`config.mk`:
```
export PLATFORM = sky130hd
export DESIGN_NAME = stopwatch_ctrl
export DESIGN_NICKNAME = d
export VERILOG_FILES = /design/src/rtl/stopwatch_ctrl.sv
export SDC_FILE = /design/constraint.sdc
export NUM_CORES = 1
export LEC_CHECK = 0
export CAP_MARGIN = 20
export CORE_MARGIN = 3
export CORE_UTILIZATION = 45
export CTS_BUF_LIST = sky130_fd_sc_hd__clkbuf_4 sky130_fd_sc_hd__clkbuf_8
export CTS_CLUSTER_DIAMETER = 150
export DETAILED_ROUTE_END_ITERATION = 10
export PLACE_DENSITY = 0.63
export SKIP_CTS_REPAIR_TIMING = 1
export SLEW_MARGIN = 10
export SYNTH_ARGS = -nofsm -noshare
export SYNTH_HDL_FRONTEND = slang
export SYNTH_SLANG_ARGS = --single-unit
```
`constraint.sdc`:
```
create_clock -name clk -period 2.4 [get_ports clk]
set_input_delay 0.48 -clock clk [delete_from_list [all_inputs] [get_ports clk]]
set_output_delay 0.48 -clock clk [all_outputs]
set_load 0.1 [all_outputs]
```
`src/rtl/stopwatch_ctrl.sv`:
```
// Front-panel control for the stopwatch: synchronizes and debounces the two
// active-low keys, then runs the IDLE/RUN/LAP/STOP machine that drives run/hold/clr.
module stopwatch_ctrl #(
    parameter int DEBOUNCE_CYCLES = 250000,
    parameter int CNT_W           = 18
) (
    input  logic       clk,
    input  logic       rst,
    input  logic       key_start_n,
    input  logic       key_lap_n,
    output logic       run,
    output logic       hold,
    output logic       clr,
    output logic [1:0] state
);

    typedef enum logic [1:0] {
        S_IDLE = 2'b00,
        S_RUN  = 2'b01,
        S_LAP  = 2'b10,
        S_STOP = 2'b11
    } state_t;

    localparam logic [CNT_W-1:0] CNT_LAST = CNT_W'(DEBOUNCE_CYCLES - 1);

    logic [1:0] w_key_raw;
    logic [1:0] w_press;
    logic       w_ps;
    logic       w_pl;

    assign w_key_raw = {key_lap_n, key_start_n};

    // Bit 0 is START/STOP, bit 1 is LAP/RESET; each key gets an identical chain.
    generate
        for (genvar gi = 0; gi < 2; gi++) begin : g_key
            logic             r_sync1;
            logic             r_sync2;
            logic             r_stable;
            logic             r_stable_d;
            logic [CNT_W-1:0] r_cnt;

            always_ff @(posedge clk or posedge rst) begin
                if (rst) begin
                    r_sync1    <= 1'b1;
                    r_sync2    <= 1'b1;
                    r_stable   <= 1'b1;
                    r_stable_d <= 1'b1;
                    r_cnt      <= '0;
                end else begin
                    r_sync1    <= w_key_raw[gi];
                    r_sync2    <= r_sync1;
                    r_stable_d <= r_stable;
                    if (r_sync2 == r_stable) begin
                        r_cnt <= '0;
                    end else if (r_cnt == CNT_LAST) begin
                        r_stable <= r_sync2;
                        r_cnt    <= '0;
                    end else begin
                        r_cnt <= r_cnt + 1'b1;
                    end
                end
            end

            // Falling edge of the debounced level only: releases are silent.
            assign w_press[gi] = r_stable_d & ~r_stable;
        end
    endgenerate

    assign w_ps = w_press[0];
    assign w_pl = w_press[1];

    state_t r_state;
    state_t w_state_next;
    logic   r_clr;
    logic   w_clr_next;

    always_ff @(posedge clk or posedge rst) begin
        if (rst) begin
            r_state <= S_IDLE;
            r_clr   <= 1'b0;
        end else begin
            r_state <= w_state_next;
            r_clr   <= w_clr_next;
        end
    end

    // A start press always takes priority over a simultaneous lap press.
    always_comb begin
        w_state_next = r_state;
        w_clr_next   = 1'b0;
        case (r_state)
            S_IDLE: begin
                if (w_ps) w_state_next = S_RUN;
            end
            S_RUN: begin
                if (w_ps)      w_state_next = S_STOP;
                else if (w_pl) w_state_next = S_LAP;
            end
            S_LAP: begin
                if (w_ps)      w_state_next = S_STOP;
                else if (w_pl) w_state_next = S_RUN;
            end
            S_STOP: begin
                if (w_ps) begin
                    w_state_next = S_RUN;
                end else if (w_pl) begin
                    w_state_next = S_IDLE;
                    w_clr_next   = 1'b1;
                end
            end
        endcase
    end

    assign run   = (r_state == S_RUN) || (r_state == S_LAP);
    assign hold  = (r_state == S_LAP);
    assign clr   = r_clr;
    assign state = r_state;

endmodule

```
== Word level (Yosys, flattened, before mapping) ==
Cells that the tools add are included.
Word-level totals
  register bits after elaboration: 47
  input bits: 4
  output and inout port bits: 5
Operators by class
  bitwise logic cells: 6
  reduce and logical (&&, ||, !) cells: 5
  equality and inequality tests: 11
  multiplexer cells: 15
  $add $sub $neg: 2
Operators by type and width (number)
  18-bit 2-to-1 mux: 4
  18-bit by 1-bit adder with 18-bit output, second input constant: 2
  18-bit equality test, second input constant: 2
  2-bit 2-to-1 mux: 7
  2-bit one-hot mux with 4 select lines: 1
  3-bit != test, second input constant: 2
  2-bit equality test, second input constant: 2
  1-bit inverter: 4
  2-bit AND reduction: 2
  4-bit AND reduction: 1
  1-bit 2-to-1 mux: 3
  3-bit by 1-bit != test with 1-bit output, second input constant: 1
  1-bit bitwise AND: 2
  1-bit equality test: 2
  2-bit by 1-bit equality test with 1-bit output, second input constant: 1
  2-bit zero test: 1
  2-bit != test, second input constant: 1
  1-bit logical OR: 1

== Longest topological paths before layout ==
  depth in word-level cells: 5
  gate-level depth with buffers: 6

== Least setup slack after synthesis ==
Ideal clock, no wire load.
  path type: reg-to-reg
  start: register r_state[0], in the netlist state[0]
  end: register r_state[0], in the netlist state[0]
  setup time: 127 ps
  clock period less this slack: 2915 ps
  slack: -515 ps
  required time: 2273 ps
  stages on the path, launching flop included: 7
  arrival: 2788 ps
  cells stage by stage: dfrtp_1 > inv_1 > ha_1 > or3_1 > a21oi_1 > and4b_1 > nor2_1
Between the ends
  cells in the longest elaborated chain, start to end: 3
Ends and longest elaborated chain
  start, declared: RTL line 72  | state_t r_state;
  start signal, assigned: RTL line 82  | r_state <= w_state_next;
  2-bit equality test (*)
  net hold: RTL line 12  | output logic hold,
  3-bit by 1-bit != test with 1-bit output (no source line)
  4-bit AND reduction (no source line)
The timed path passes the listed nets; every way through them passes the cells marked *.
A chain may end at the register's enable or synchronous reset.

== Worst setup path after layout ==
  start: register g_key[1].r_cnt[11]
  end: register g_key[1].r_cnt[9]
Between the ends
  cells in the longest elaborated chain, start to end: 3
Ends and longest elaborated chain
  start, declared: RTL line 40  | logic [CNT_W-1:0] r_cnt;
  start signal, assigned: RTL line 59  | r_cnt <= r_cnt + 1'b1;
  18-bit equality test: RTL line 55  | end else if (r_cnt == CNT_LAST) begin
  18-bit 2-to-1 mux: RTL line 55
  18-bit 2-to-1 mux: RTL line 53  | if (r_sync2 == r_stable) begin
Every way passes these cells.

==> run summary <==
The slowest stage of the critical path belongs to the cell or4_4. Setup repair after global routing left no endpoint under its margin. Setup violations remaining at the end of the flow were counted as 0. The number of antenna diodes in the final layout is 0. Period utilization: 89.40%. The run gives 251 as the post-layout net count. The worst register-to-register path has a depth of 4. The netlist uses 33 different library cells. The synthesized netlist devotes 24.71% of its cell area to simple gates.

The final clock skew was 8.525 ps; the total number of clock tree sinks was 47. The first global-routing pass estimated 6686 um of wire. Number of warnings printed during yosys synthesis: 0. Global routing used 14.01% of the available tracks across all layers. The mean instance size in the synthesized netlist is 10.15 um^2. In this run the worst path has a maximum fanout of 18. The region available for standard cell placement spans 4817 um^2.

For this run, global-route usage on met2 was measured as 21.59%. The congestion estimate from routability-driven global placement came to 0.7866. The clock tree synthesis step divided the H-tree into 2 levels. The die area came out at 5965 um^2.

The tools report the cell area reported after detailed placement as 2460 um^2. The relative area change from synthesis to final layout was 11.62%; the final count of hold timing violations was 0. The share of cells above drive strength 1 came out at 14.11%. Routed length per placed instance: 12.21 um. In the layout the commonest cells are nor2_1, dfrtp_1, xnor2_1, nand3_1, nand4_1. Leaving out filler cells and counting taps, the final layout contains 308. The sequential share of the synthesized area is 51.95%.

For this block, the initial DRC count from the detailed router was 91. The number of CTS-inserted buffers is 5. The compound-gate portion of the synthesized area works out to 3.452%. TritonCTS built the clock tree. Peak-usage layer in the global routing report: met2.

By area, the combinational part of the netlist is dominated by simple AND/OR/NAND/NOR gates. Entering global routing, the biggest net connects 32 pins. Via count: 1558.

STA classifies the critical path startpoint as a flop. The die outline height is 77.24 um. The first detailed-routing pass took 5 iterations. The number of nets still failing antenna checks after routing is 0. For this configuration, the core starts out at a cell density of 47.40%. Power spread over the standard cell area amounts to 522.6 nW/um^2. After detailed routing, the number of vias per cell comes to 5.058. The logs give 0 for the max-cap violation count and 3.873% for the met3 layer usage reported by global route. Worst min-delay path category: reg -> reg. Across all register-to-register paths, the minimum setup slack is 250 ps.

Most common cell after layout, fill and taps aside: nor2_1. After Yosys synthesis, XOR and XNOR cells account for 12.27% of the synthesized area. The setup TNS is 0 ps, and the cell total after placement is 300. VDD sags by at most 0.2951 mV. The tools report the endpoint of the most critical register-to-register path as g_key[1].r_cnt[9]$_DFF_PP0_.

The family with the most delay on the worst path was simple AND/OR/NAND/NOR gates. Worst-case hold path end point: g_key[0].r_sync2$_DFF_PP1_. The total overflow left after global routing is 0.

At the pin with the least slew margin, the transition time is 607.4 ps. The mux contribution to synthesized area is 0.9863%, and the detailed placer's ending HPWL is 2644 um. The logs give 0 for the initial antenna violation count and 225 for the gate count after technology mapping. Along the worst hold path, the cell count comes to 0.

In this run the critical register-to-register path is launched from g_key[1].r_cnt[11]$_DFF_PP0_. At the later pin of the worst-skew pair, clock insertion delay measures 300 ps. Overall power consumption after layout is estimated at 0.001332 W.

No sink is reached through more buffers than the 2 on the longest clock path. 9 I/O pins were placed. The logs give 2570 ps for the required time of the critical path and 0 for the max-slew violation count.

The tools report the clock root buffer master as clkbuf_8. The capturing element type of the critical path was a flop. The final layout contains routed wiring with a total length of 3760 um. The number of buffer cells added on primary ports is 8, and the relative slew slack is 59.45%. Of the total synthesized cell area, the portion taken by full adders, half adders and majority gates is 3.836%. The kind of critical path is reg -> reg.

The worst path needs 2146 ps of the cycle, external delays included. In this run the horizontal extent of the chip is 77.24 um. The reported leakage power came out at 1.013 nW. The total DRC errors in the routed layout is 0, and the largest stage delay on the critical path is 540 ps.

The worst hold path begins at g_key[0].r_sync1$_DFF_PP1_. Met1 routing resource usage after global routing: 18.76%. After synthesis the netlist holds a flip-flop and latch count of 47. Data arrives at the worst endpoint at 2310 ps.

The critical path goes through or4_1, or4_4, o21ai_4, nor2_1. Based on the critical path, the design can be clocked at up to 466.1 MHz. Counting both buffers and inverters, the worst setup path holds a total of 0. The flow ran to the end, and the final reports show no timing, DRC or antenna violations. After clock tree synthesis, the clock-pin slew on the worst setup and hold paths is 80 ps.

The tools report the net count after synthesis as 236. The floorplan has 25 rows. The number of global-route vias before repair was 1467.

The post-layout instance area was 2549 um^2; the post-synthesis cell area was 2283 um^2.
## through the flow
stage	setup WS, ps	hold WS, ps	utilization (%)
after global placement	295.9	345.9	51.06
after detailed placement	228.6	346.8	51.06
after CTS	225.1	358.2	52.91
final	254.4	357.1	52.91
after floorplan	87.33	345.2	-
after global routing	116.1	361.2	52.91
## cell type report
type | instances | area [um^2]
Clock buffer | 6 | 76.32
Clock inverter | 2 | 12.51
Tap cell | 67 | 83.83
Sequential cell | 47 | 1189
Fill cell | 449 | 2268
Multi-Input combinational cell | 163 | 1036
Inverter | 11 | 41.29
Timing Repair Buffer | 12 | 110.1
## worst reg2reg max path: stages, from the launching register on
cell and delay [ps]:
dfrtp_1 420, or4_1 530, or4_4 540, o21ai_4 400
nor2_1 120
## power breakdown
group	internal [W]	switching, W	total [W]
Clock	0.000215	0.000253	0.000468
Sequential	0.000806	0.00000886	0.000815
Combinational	0.0000169	0.0000326	0.0000495
## sequential cells by signal (all words and copies together), names as in the netlist
name and count:
g_key.r_cnt 36, g_key.r_stable 2, g_key.r_stable_d 2, g_key.r_sync1 2, g_key.r_sync2 2, state 2
clr 1
## worst max path at each step
stage	startpoint	endpoint	slack, ps	depth (start not counted)
3_3_place_gp	g_key[1].r_cnt[11]$_DFF_PP0_	g_key[1].r_cnt[8]$_DFF_PP0_	300	4
4_1_cts	g_key[1].r_cnt[11]$_DFF_PP0_	g_key[1].r_cnt[9]$_DFF_PP0_	230	4
2_1_floorplan	state[0]$_DFFE_PP0P_	state[0]$_DFFE_PP0P_	90	6
3_5_place_dp	g_key[1].r_cnt[11]$_DFF_PP0_	g_key[1].r_cnt[9]$_DFF_PP0_	230	4
6_report	g_key[1].r_cnt[11]$_DFF_PP0_	g_key[1].r_cnt[9]$_DFF_PP0_	250	4
5_1_grt	g_key[1].r_cnt[11]$_DFF_PP0_	g_key[1].r_cnt[9]$_DFF_PP0_	120	4
## synthesized netlist by cell type
library cell   n  share of area, %
nand2_1        8               1.3
or3_1          3              0.82
a21oi_1        5               1.1
o21ai_0        2              0.44
o21ai_1        1              0.22
and4_1         1              0.38
nor3_1         6               1.3
or2_2          1              0.27
nor4_1        10               2.7
o21ai_4        1              0.71
and4b_1        2              0.88
nor4b_1        1              0.38
or4_1          3              0.99
mux2_2         2              0.99
nand4_1       11               3.0
o22ai_1        1              0.27
nand2b_1       3              0.82
o32ai_1        1              0.38
nor2_1        43               7.1
clkbuf_1       3              0.49
dfstp_2        8               9.2
nand4b_1       2              0.77
ha_1           7               3.8
nand3_1       12               2.6
inv_1         11               1.8
nor2b_1        1              0.27
dfrtp_1       39                43
buf_6          1              0.49
and3_1         2              0.55
xor2_1         5               1.9
or4_4          1              0.49
o31ai_1        1              0.33
xnor2_1       27                10
## metal layers
layer | part of all wire, % | vias to the layer above
met5 | 0 | -
met4 | 1.4 | 0
met3 | 3.2 | 4
met1 | 53 | 740
met2 | 43 | 17
li1 | - | 797
## cell families after synthesis
| family | count (synthesis) |
|---|---|
| AOI/OAI and AO/OA | 12 |
| xor gates and xnor gates | 32 |
| adders and majority gates | 7 |
| buffers and inverters | 15 |
| DFF | 47 |
| muxes | 2 |
| and+or+nand+nor | 110 |
No activity file was read; power rests on OpenSTA's default activity.
